**config.mk**
```make
export PLATFORM = sky130hd
export DESIGN_NAME = multicycle_control_fsm_flat
export DESIGN_NICKNAME = d
export VERILOG_FILES = /design/src/rtl/multicycle_control_fsm_if.sv /design/src/rtl/multicycle_control_fsm.sv /design/src/flat_wrapper.sv
export SDC_FILE = /design/constraint.sdc
export NUM_CORES = 1
export LEC_CHECK = 0
export CAP_MARGIN = 20
export CORE_MARGIN = 2
export CORE_UTILIZATION = 40
export DETAILED_ROUTE_END_ITERATION = 6
export GPL_TIMING_DRIVEN = 0
export MAX_ROUTING_LAYER = met4
export PLACE_DENSITY_LB_ADDON = 0.08
export SLEW_MARGIN = 40
export SYNTH_ARGS = -nofsm -noshare
export SYNTH_HDL_FRONTEND = slang
export SYNTH_SLANG_ARGS = --single-unit
```
**constraint.sdc**
```tcl
create_clock -name clk -period 2.2 [get_ports clk]
set_clock_uncertainty 0.05 [all_clocks]
set_input_delay 0.22 -clock clk [delete_from_list [all_inputs] [get_ports clk]]
set_output_delay 0.22 -clock clk [all_outputs]
set_load 0.005 [all_outputs]
```
**src/rtl/multicycle_control_fsm_if.sv**
```systemverilog
// Control bundle between the multicycle sequencer and the RV32I datapath:
// decoder/datapath status towards the sequencer, enables and selects back.
interface multicycle_control_fsm_if #(
    parameter int OPCODE_WIDTH = 7,
    parameter int F3_WIDTH     = 3
) ();
    logic [OPCODE_WIDTH-1:0] opcode;
    logic [F3_WIDTH-1:0]     f3;
    logic                    invalid_inst;
    logic                    ialign;
    logic                    invalid_csr;
    logic                    mem_malign;
    logic                    mem_complete_read;
    logic                    mem_complete_write;
    logic                    halt_req;
    logic                    resume_req;

    logic                    write_pc;
    logic                    write_ir;
    logic                    write_rd;
    logic                    write_csr;
    logic                    mem_read;
    logic                    mem_write;
    logic                    addr_sel;
    logic [1:0]              rd_sel;
    logic [1:0]              alu_insel1;
    logic [1:0]              alu_insel2;
    logic                    trap;
    logic [3:0]              trap_cause;
    logic                    halted;

    modport master (
        input  opcode, f3, invalid_inst, ialign, invalid_csr, mem_malign,
               mem_complete_read, mem_complete_write, halt_req, resume_req,
        output write_pc, write_ir, write_rd, write_csr, mem_read, mem_write,
               addr_sel, rd_sel, alu_insel1, alu_insel2, trap, trap_cause, halted
    );

    modport slave (
        output opcode, f3, invalid_inst, ialign, invalid_csr, mem_malign,
               mem_complete_read, mem_complete_write, halt_req, resume_req,
        input  write_pc, write_ir, write_rd, write_csr, mem_read, mem_write,
               addr_sel, rd_sel, alu_insel1, alu_insel2, trap, trap_cause, halted
    );
endinterface

```
**src/rtl/multicycle_control_fsm.sv**
```systemverilog
// Multicycle RV32I control sequencer with memory watchdog, precise traps
// and a debug halt/resume handshake taken only at instruction boundaries.
module multicycle_control_fsm #(
    parameter int OPCODE_WIDTH  = 7,
    parameter int F3_WIDTH      = 3,
    parameter int MEM_TIMEOUT   = 16,
    parameter int HALT_ON_RESET = 0
) (
    input  logic                     clk,
    input  logic                     rst,
    multicycle_control_fsm_if.master bus
);
    typedef enum logic [2:0] {
        S_FETCH   = 3'd0,
        S_DECODE  = 3'd1,
        S_EXECUTE = 3'd2,
        S_MEM     = 3'd3,
        S_TRAP    = 3'd4,
        S_HALTED  = 3'd5
    } state_e;

    localparam int               CNT_W       = (MEM_TIMEOUT > 1) ? $clog2(MEM_TIMEOUT) : 1;
    localparam bit               WD_EN       = (MEM_TIMEOUT > 0);
    localparam int               CNT_LAST_I  = (MEM_TIMEOUT > 0) ? (MEM_TIMEOUT - 1) : 0;
    localparam logic [CNT_W-1:0] CNT_LAST    = CNT_LAST_I[CNT_W-1:0];
    localparam logic [CNT_W-1:0] CNT_ONE     = CNT_W'(1'b1);
    localparam logic [CNT_W-1:0] CNT_ZERO    = {CNT_W{1'b0}};
    localparam state_e           RESET_STATE = (HALT_ON_RESET != 0) ? S_HALTED : S_FETCH;

    localparam logic [OPCODE_WIDTH-1:0] OPC_OP     = OPCODE_WIDTH'(7'b0110011);
    localparam logic [OPCODE_WIDTH-1:0] OPC_OPIMM  = OPCODE_WIDTH'(7'b0010011);
    localparam logic [OPCODE_WIDTH-1:0] OPC_LUI    = OPCODE_WIDTH'(7'b0110111);
    localparam logic [OPCODE_WIDTH-1:0] OPC_AUIPC  = OPCODE_WIDTH'(7'b0010111);
    localparam logic [OPCODE_WIDTH-1:0] OPC_JAL    = OPCODE_WIDTH'(7'b1101111);
    localparam logic [OPCODE_WIDTH-1:0] OPC_JALR   = OPCODE_WIDTH'(7'b1100111);
    localparam logic [OPCODE_WIDTH-1:0] OPC_BRANCH = OPCODE_WIDTH'(7'b1100011);
    localparam logic [OPCODE_WIDTH-1:0] OPC_LOAD   = OPCODE_WIDTH'(7'b0000011);
    localparam logic [OPCODE_WIDTH-1:0] OPC_STORE  = OPCODE_WIDTH'(7'b0100011);
    localparam logic [OPCODE_WIDTH-1:0] OPC_SYSTEM = OPCODE_WIDTH'(7'b1110011);
    localparam logic [OPCODE_WIDTH-1:0] OPC_MISC   = OPCODE_WIDTH'(7'b0001111);

    localparam logic [3:0] CAUSE_IMISALIGN = 4'd0;
    localparam logic [3:0] CAUSE_IFAULT    = 4'd1;
    localparam logic [3:0] CAUSE_ILLEGAL   = 4'd2;
    localparam logic [3:0] CAUSE_LMISALIGN = 4'd4;
    localparam logic [3:0] CAUSE_LFAULT    = 4'd5;
    localparam logic [3:0] CAUSE_SMISALIGN = 4'd6;
    localparam logic [3:0] CAUSE_SFAULT    = 4'd7;
    localparam logic [3:0] CAUSE_ECALL     = 4'd11;

    state_e           state_q, state_d;
    logic [CNT_W-1:0] cnt_q, cnt_d;
    logic [3:0]       cause_q, cause_d;

    logic   is_store_s, mem_done_s, wd_expire_s, sys_ok_s, f3_zero_s;
    state_e boundary_s;

    logic       write_pc_s, write_ir_s, write_rd_s, write_csr_s;
    logic       mem_read_s, mem_write_s, addr_sel_s, trap_s, halted_s;
    logic [1:0] rd_sel_s, alu_insel1_s, alu_insel2_s;

    assign is_store_s  = (bus.opcode == OPC_STORE);
    assign mem_done_s  = is_store_s ? bus.mem_complete_write : bus.mem_complete_read;
    assign wd_expire_s = WD_EN && (cnt_q == CNT_LAST);
    assign f3_zero_s   = (bus.f3 == {F3_WIDTH{1'b0}});
    assign sys_ok_s    = !f3_zero_s && !bus.invalid_csr;
    // Any instruction boundary diverts to HALTED while debug asks for it.
    assign boundary_s  = bus.halt_req ? S_HALTED : S_FETCH;

    // State, watchdog counter and trap cause registers.
    always_ff @(posedge clk) begin
        if (rst) begin
            state_q <= RESET_STATE;
            cnt_q   <= CNT_ZERO;
            cause_q <= 4'd0;
        end else begin
            state_q <= state_d;
            cnt_q   <= cnt_d;
            cause_q <= cause_d;
        end
    end

    // Next-state and trap cause selection.
    always_comb begin
        state_d = state_q;
        cause_d = cause_q;
        case (state_q)
            S_FETCH: begin
                if (bus.mem_complete_read) begin
                    state_d = S_DECODE;
                end else if (wd_expire_s) begin
                    state_d = S_TRAP;
                    cause_d = CAUSE_IFAULT;
                end else begin
                    state_d = S_FETCH;
                end
            end
            S_DECODE: begin
                if (bus.invalid_inst) begin
                    state_d = S_TRAP;
                    cause_d = CAUSE_ILLEGAL;
                end else begin
                    state_d = S_EXECUTE;
                end
            end
            S_EXECUTE: begin
                case (bus.opcode)
                    OPC_OP, OPC_OPIMM, OPC_LUI, OPC_AUIPC, OPC_MISC: state_d = boundary_s;
                    OPC_JAL, OPC_JALR, OPC_BRANCH: begin
                        if (bus.ialign) begin
                            state_d = S_TRAP;
                            cause_d = CAUSE_IMISALIGN;
                        end else begin
                            state_d = boundary_s;
                        end
                    end
                    OPC_LOAD, OPC_STORE: state_d = S_MEM;
                    OPC_SYSTEM: begin
                        if (f3_zero_s) begin
                            state_d = S_TRAP;
                            cause_d = CAUSE_ECALL;
                        end else if (bus.invalid_csr) begin
                            state_d = S_TRAP;
                            cause_d = CAUSE_ILLEGAL;
                        end else begin
                            state_d = boundary_s;
                        end
                    end
                    default: begin
                        state_d = S_TRAP;
                        cause_d = CAUSE_ILLEGAL;
                    end
                endcase
            end
            S_MEM: begin
                // Misalignment beats completion, completion beats the watchdog.
                if (bus.mem_malign) begin
                    state_d = S_TRAP;
                    cause_d = is_store_s ? CAUSE_SMISALIGN : CAUSE_LMISALIGN;
                end else if (mem_done_s) begin
                    state_d = boundary_s;
                end else if (wd_expire_s) begin
                    state_d = S_TRAP;
                    cause_d = is_store_s ? CAUSE_SFAULT : CAUSE_LFAULT;
                end else begin
                    state_d = S_MEM;
                end
            end
            S_TRAP: state_d = boundary_s;
            S_HALTED: begin
                if (bus.resume_req && !bus.halt_req) begin
                    state_d = S_FETCH;
                end else begin
                    state_d = S_HALTED;
                end
            end
            default: state_d = S_FETCH;
        endcase
    end

    // Watchdog: cleared on every state change, counts waiting cycles.
    always_comb begin
        if (state_d != state_q) begin
            cnt_d = CNT_ZERO;
        end else if (WD_EN && ((state_q == S_FETCH) || (state_q == S_MEM))) begin
            cnt_d = cnt_q + CNT_ONE;
        end else begin
            cnt_d = cnt_q;
        end
    end

    // Control bundle decode from state, opcode and status.
    always_comb begin
        write_pc_s   = 1'b0;
        write_ir_s   = 1'b0;
        write_rd_s   = 1'b0;
        write_csr_s  = 1'b0;
        mem_read_s   = 1'b0;
        mem_write_s  = 1'b0;
        addr_sel_s   = 1'b0;
        rd_sel_s     = 2'd0;
        alu_insel1_s = 2'd0;
        alu_insel2_s = 2'd0;
        trap_s       = 1'b0;
        halted_s     = 1'b0;
        if (rst) begin
            mem_read_s = 1'b0;
        end else begin
            case (state_q)
                S_FETCH: begin
                    mem_read_s = 1'b1;
                    write_ir_s = bus.mem_complete_read;
                end
                S_EXECUTE: begin
                    case (bus.opcode)
                        OPC_OP: begin
                            write_rd_s = 1'b1;
                            write_pc_s = 1'b1;
                        end
                        OPC_OPIMM: begin
                            alu_insel2_s = 2'd1;
                            write_rd_s   = 1'b1;
                            write_pc_s   = 1'b1;
                        end
                        OPC_LUI: begin
                            alu_insel1_s = 2'd2;
                            alu_insel2_s = 2'd1;
                            write_rd_s   = 1'b1;
                            write_pc_s   = 1'b1;
                        end
                        OPC_AUIPC, OPC_JAL: begin
                            alu_insel1_s = 2'd1;
                            alu_insel2_s = 2'd1;
                            write_rd_s   = (bus.opcode == OPC_AUIPC) || !bus.ialign;
                            write_pc_s   = (bus.opcode == OPC_AUIPC) || !bus.ialign;
                            rd_sel_s     = (bus.opcode == OPC_JAL) ? 2'd2 : 2'd0;
                        end
                        OPC_JALR: begin
                            alu_insel2_s = 2'd1;
                            rd_sel_s     = 2'd2;
                            write_rd_s   = !bus.ialign;
                            write_pc_s   = !bus.ialign;
                        end
                        OPC_BRANCH: write_pc_s = !bus.ialign;
                        OPC_LOAD, OPC_STORE: alu_insel2_s = 2'd1;
                        OPC_SYSTEM: begin
                            rd_sel_s    = 2'd3;
                            write_csr_s = sys_ok_s;
                            write_rd_s  = sys_ok_s;
                            write_pc_s  = sys_ok_s;
                        end
                        OPC_MISC: write_pc_s = 1'b1;
                        default: write_pc_s = 1'b0;
                    endcase
                end
                S_MEM: begin
                    addr_sel_s   = 1'b1;
                    alu_insel2_s = 2'd1;
                    rd_sel_s     = 2'd1;
                    mem_read_s   = !is_store_s && !bus.mem_malign;
                    mem_write_s  = is_store_s && !bus.mem_malign;
                    write_rd_s   = !is_store_s && !bus.mem_malign && bus.mem_complete_read;
                    write_pc_s   = !bus.mem_malign && mem_done_s;
                end
                S_TRAP: begin
                    trap_s     = 1'b1;
                    write_pc_s = 1'b1;
                end
                S_HALTED: halted_s = 1'b1;
                default: trap_s = 1'b0;
            endcase
        end
    end

    assign bus.write_pc   = write_pc_s;
    assign bus.write_ir   = write_ir_s;
    assign bus.write_rd   = write_rd_s;
    assign bus.write_csr  = write_csr_s;
    assign bus.mem_read   = mem_read_s;
    assign bus.mem_write  = mem_write_s;
    assign bus.addr_sel   = addr_sel_s;
    assign bus.rd_sel     = rd_sel_s;
    assign bus.alu_insel1 = alu_insel1_s;
    assign bus.alu_insel2 = alu_insel2_s;
    assign bus.trap       = trap_s;
    assign bus.trap_cause = cause_q;
    assign bus.halted     = halted_s;
endmodule

```
**src/flat_wrapper.sv**
```systemverilog
// flat-port wrapper written by rule: the top's interface ports become plain ports
module multicycle_control_fsm_flat 
#(
    parameter int OPCODE_WIDTH  = 7,
    parameter int F3_WIDTH      = 3,
    parameter int MEM_TIMEOUT   = 16,
    parameter int HALT_ON_RESET = 0
)
  (clk, rst, bus_opcode, bus_f3, bus_invalid_inst, bus_ialign, bus_invalid_csr, bus_mem_malign, bus_mem_complete_read, bus_mem_complete_write, bus_halt_req, bus_resume_req, bus_write_pc, bus_write_ir, bus_write_rd, bus_write_csr, bus_mem_read, bus_mem_write, bus_addr_sel, bus_rd_sel, bus_alu_insel1, bus_alu_insel2, bus_trap, bus_trap_cause, bus_halted);
  multicycle_control_fsm_if #(.OPCODE_WIDTH(OPCODE_WIDTH), .F3_WIDTH(F3_WIDTH)) bus_i ();
  input  logic clk;
  input  logic rst;
  input wire logic [$bits(bus_i.opcode)-1:0] bus_opcode;
  input wire logic [$bits(bus_i.f3)-1:0] bus_f3;
  input wire logic [$bits(bus_i.invalid_inst)-1:0] bus_invalid_inst;
  input wire logic [$bits(bus_i.ialign)-1:0] bus_ialign;
  input wire logic [$bits(bus_i.invalid_csr)-1:0] bus_invalid_csr;
  input wire logic [$bits(bus_i.mem_malign)-1:0] bus_mem_malign;
  input wire logic [$bits(bus_i.mem_complete_read)-1:0] bus_mem_complete_read;
  input wire logic [$bits(bus_i.mem_complete_write)-1:0] bus_mem_complete_write;
  input wire logic [$bits(bus_i.halt_req)-1:0] bus_halt_req;
  input wire logic [$bits(bus_i.resume_req)-1:0] bus_resume_req;
  output wire logic [$bits(bus_i.write_pc)-1:0] bus_write_pc;
  output wire logic [$bits(bus_i.write_ir)-1:0] bus_write_ir;
  output wire logic [$bits(bus_i.write_rd)-1:0] bus_write_rd;
  output wire logic [$bits(bus_i.write_csr)-1:0] bus_write_csr;
  output wire logic [$bits(bus_i.mem_read)-1:0] bus_mem_read;
  output wire logic [$bits(bus_i.mem_write)-1:0] bus_mem_write;
  output wire logic [$bits(bus_i.addr_sel)-1:0] bus_addr_sel;
  output wire logic [$bits(bus_i.rd_sel)-1:0] bus_rd_sel;
  output wire logic [$bits(bus_i.alu_insel1)-1:0] bus_alu_insel1;
  output wire logic [$bits(bus_i.alu_insel2)-1:0] bus_alu_insel2;
  output wire logic [$bits(bus_i.trap)-1:0] bus_trap;
  output wire logic [$bits(bus_i.trap_cause)-1:0] bus_trap_cause;
  output wire logic [$bits(bus_i.halted)-1:0] bus_halted;
  assign bus_i.opcode = bus_opcode;
  assign bus_i.f3 = bus_f3;
  assign bus_i.invalid_inst = bus_invalid_inst;
  assign bus_i.ialign = bus_ialign;
  assign bus_i.invalid_csr = bus_invalid_csr;
  assign bus_i.mem_malign = bus_mem_malign;
  assign bus_i.mem_complete_read = bus_mem_complete_read;
  assign bus_i.mem_complete_write = bus_mem_complete_write;
  assign bus_i.halt_req = bus_halt_req;
  assign bus_i.resume_req = bus_resume_req;
  assign bus_write_pc = bus_i.write_pc;
  assign bus_write_ir = bus_i.write_ir;
  assign bus_write_rd = bus_i.write_rd;
  assign bus_write_csr = bus_i.write_csr;
  assign bus_mem_read = bus_i.mem_read;
  assign bus_mem_write = bus_i.mem_write;
  assign bus_addr_sel = bus_i.addr_sel;
  assign bus_rd_sel = bus_i.rd_sel;
  assign bus_alu_insel1 = bus_i.alu_insel1;
  assign bus_alu_insel2 = bus_i.alu_insel2;
  assign bus_trap = bus_i.trap;
  assign bus_trap_cause = bus_i.trap_cause;
  assign bus_halted = bus_i.halted;
  multicycle_control_fsm #(.OPCODE_WIDTH(OPCODE_WIDTH), .F3_WIDTH(F3_WIDTH), .MEM_TIMEOUT(MEM_TIMEOUT), .HALT_ON_RESET(HALT_ON_RESET)) u_core (.clk(clk), .rst(rst), .bus(bus_i));
endmodule
```
# Word-level counts from Yosys, hierarchy flattened
# Cells that the tools add are included.
# op_classes
add_sub_neg	1
n_eq_ne	26
n_mux	58
reduce_logical	28
# ops
operator	count
2-to-1 mux 4 bit	9
2-to-1 mux 3 bit	11
equality test 7 bit, second input constant	4
equality test 7 x 6 -> 1 bit, second input constant	3
2-to-1 mux 1 bit	18
case mux 3 bit (6 select lines)	1
case mux 4 bit (4 select lines)	1
equality test 7 x 5 -> 1 bit, second input constant	2
2-to-1 mux 2 bit	7
OR reduction 7 bit	2
case mux 2 bit (2 select lines)	3
case mux 3 bit (4 select lines)	1
case mux 4 bit (3 select lines)	1
AND reduction 9 bit	1
case mux 1 bit (4 select lines)	2
OR reduction 2 bit	4
equality test 7 x 2 -> 1 bit, second input constant	1
equality test 7 x 4 -> 1 bit, second input constant	1
equality test 3 x 2 -> 1 bit, second input constant	2
equality test 3 bit, second input constant	2
logical AND 1 bit	6
zero test 1 bit	6
zero test 3 bit	2
!= test 2 bit, second input constant	3
16 further kinds	20
# totals
regBits	11
in_bits	20
wordCells	116

# Depth between registers and ports, before layout
# logic_depth
depth_word	7
mapped_depth	8
ltp_nobuf	7

# Worst setup path before layout
# No wires, ideal clock.
# synth_path
path_kind	input to register
start	in bus_opcode[6]
end	reg u_core.cnt_q[0]
setup_time_ns	0.131
arrival_ns	1.622
path_slack_ns	0.398
path_stages	7
n_path_buf	1
cell_sequence	buf_6 -> or4b_4 -> o2111ai_1 -> and4b_1 -> a31oi_1 -> a31oi_2 -> nor3_1
# synth_via
elab_chain_len	7
# synth_rtl
item	line_no	source
from (decl)	flat_wrapper.sv:13	input wire logic [$bits(bus_i.opcode)-1:0] bus_opcode;
branches (longest 4 deep; another with equality test 7 x 4 -> 1 bit)	-	
case mux 3 bit (6 select lines) (*)	multicycle_control_fsm.sv:87	case (state_q)
!= test 3 bit (*)	multicycle_control_fsm.sv:163	if (state_d != state_q) begin
OR reduction 2 bit (no source line) (*)	-	
to (signal assigned)	multicycle_control_fsm.sv:78	cnt_q <= cnt_d;
to (decl)	multicycle_control_fsm.sv:52	logic [CNT_W-1:0] cnt_q, cnt_d;
# Mark *: on every way between the ends.
# A chain may end at the register's enable or synchronous reset.

# Worst setup path in the final report
# layout_path
start	reg u_core.state_q[2]
end	out bus_rd_sel[0]
# layout_via
elab_chain_len	3
# layout_rtl
item	line_no	source
from (decl)	multicycle_control_fsm.sv:51	state_e state_q, state_d;
from (signal assigned)	multicycle_control_fsm.sv:77	state_q <= state_d;
equality test 3 x 2 -> 1 bit	multicycle_control_fsm.sv:189	case (state_q)
case mux 2 bit (2 select lines) (*)	multicycle_control_fsm.sv:189	
2-to-1 mux 2 bit (*)	multicycle_control_fsm.sv:186	if (rst) begin
to (decl)	flat_wrapper.sv:30	output wire logic [$bits(bus_i.rd_sel)-1:0] bus_rd_sel;
# Every way passes the cells marked *; elsewhere a longest branch is shown, timed or not.

==> metrics <==
Async S/R FF share, synth 0; syn_area_per_cell 6.88 um2; Final Max Slew Viols 0; Startpoint Class flip-flop; Layout fillers 306; CP max stage delay 0.51 ns; measured slew at the worst slew-check pin 0.587 ns; DP HPWL 3190 um; P_leak 0.000700 uW; required time of the critical path 1.93 ns; DR iter-0 viols 106; Tcrit/Tclk final 0.973; # IOs 39; Nets 252; min cycle time layout 2.14 ns; Die Y 60.6 um; peak supply drop 267 uV; post-route ant nets 0; DR pass1 iterations 5; Sw Ratio 0.387; clock power share 0.248; register area 224 um2; vias in the first global route 1,479; data arrival time of the worst path 1.87 ns; GRT Total Usage 0.260; critical path peak fanout 10; syn nets 207; Initial Util 0.419; CTS Buffer Depth 2; CTS buffer count 3; Reg power frac 0.337; DRC viols 0; Power, Total 653 uW; final WL 4320 um; H-tree Lvls 1; Syn-to-layout area delta 46.3%; Main synth FF type dfxtp_1; Core Region 3050 um2; CP Class flip-flop to output pin; Worst R2R Path Depth 6; wire length per cell 15.8 um; initial antenna violation count 0; ant diodes 0; Placement Setup Slack -0.629 ns; final hold viol count 0; routed via count 1,631; sw power 253 uW; cts hold-fix bufs 0; clk_lat worst skew 0.29 ns; row count 20; # setup viols final 0; design area 1870 um2; first-pass GRT wire length 6960 um; Hold WC Path Type flip-flop to flip-flop; Clock Tree Root clkbuf_4; number of synthesized register bits 11; Vias/cell 5.95; critical path, cell by cell buf_4, clkbuf_8, nor2_4, nand2_2, a21oi_1, clkdlybuf4s50_1; TritonCTS clock tree built; Synth Instances 186; area of the multi-input gates 1070 um2; Gate power share 0.415; hold depth 2; Max Cap Violations 0; gpl congestion 0.890; most frequent cells in the layout nor2_1, clkdlybuf4s50_1, nand2_1, a21oi_1, dfxtp_1; status completed; Final WS setup 0.0597 ns; distinct cell type count after synthesis 58; Post-synth EDFFs 0; Yosys warnings 0; clk slew on worst S/H paths 0.09 ns; commonest non-fill, non-tap cell in the layout nor2_1; PortBufs 36; Max Clock Freq 467 MHz; grt total ovfl 0; share of cells above drive strength 1 0.196; slew margin rel. 0.609; full die area 3670 um2; post-layout util 0.614; hold_ws 0.410 ns; Pint 401 uW; RSZ-0062 raised after global routing false; chip width 60.6 um; Crit. End Element output pin; clock sink count 11; sequential area share after synthesis 0.172; largest net degree at the start of global routing 11; synthesized cell area 1280 um2; power per cell area 349 nW/um2; CP max-delay cell clkdlybuf4s50_1; Cell Area, Placed 1700 um2
==> cells in the mapped netlist (4+ instances only) <==
cell type  number  share of area
a21oi_1        10          0.039
a31oi_1         5          0.024
buf_2           4          0.016
clkbuf_1        5          0.015
dfxtp_1        11           0.17
nand2_1        21          0.062
nand2b_1        5          0.024
nand3_1        10          0.039
nor2_1         25          0.073
nor3_1         12          0.047
nor4_1          4          0.020
o21ai_0         9          0.035
==> worst max-delay path, delay by kind of cell (launching register included) <==
family	cells	cell delay [ns]
compound gates	1	0.12
flops	1	0.34
buf+inv	3	0.87
simple gates	2	0.24
==> logic make-up after synthesis <==
logic type	Yosys count	share of synthesized area
simple gates	105	0.454
buf+inv	16	0.0655
mux	1	0.00782
flops	11	0.172
fa+ha+maj	1	0.00977
compound gates	47	0.261
xor+xnor	4	0.0274
other cells	1	0.00293
==> per-stage QoR <==
step | setup TNS [ns] | std cells
2_1_floorplan | 0 | 186
3_3_place_gp | -3.23 | 266
3_5_place_dp | -3.53 | 266
4_1_cts | -0.198 | 273
5_1_grt | 0 | 274
6_report | 0 | 274
==> power groups by stage <==
stage,registers (uW),logic (uW),clock network [uW]
after floorplan,221,148,0
after global placement,223,235,0
after detailed placement,224,240,0
after CTS,220,257,156
after global routing,221,293,162
final,220,271,162
==> metal layers <==
layer  up-vias  share of wire  global-route usage  wire length, um
li1        776              -                   -                -
met1       744           0.42               0.337             1810
met2       100           0.46               0.409             1970
met3        11           0.11              0.0384              457
met4         0          0.020              0.0963               86
met5         -              0                   -                0
==> layout make-up <==
cell class,count,share of cell area
multi-input cells,159,0.570
repair buffers,40,0.204
flip-flops and latches,11,0.120
plain buffers,12,0.0521
well taps,44,0.0294
clock buffers,4,0.0140
inverters,4,0.0107
==> sequential cells by signal (all words and copies together) (netlist names) <==
| signal | flops |
|---|---|
| u_core.bus.trap_cause | 4 |
| u_core.cnt_q | 4 |
| u_core.state_q | 3 |
==> final timing paths <==
path | startpoint | end | slack [ns]
min reg2reg | u_core.bus.trap_cause[2] | u_core.bus.trap_cause[2] | 0.41
min | u_core.bus.trap_cause[2] | u_core.bus.trap_cause[2] | 0.41
max reg2reg | u_core.state_q[2] | u_core.cnt_q[2] | 0.25
max | u_core.state_q[2] | bus_rd_sel[0] | 0.06
==> what timing repair did <==
action / in CTS / in global routing
pin swaps: 4 / 4
buffers inserted: 3 / 1
gates resized for setup: 37 / 17
endpoints found under the setup margin: 14 / 12
endpoints found under the hold margin: 0 / 0
Note: power is estimated with default switching activity, not from simulation.
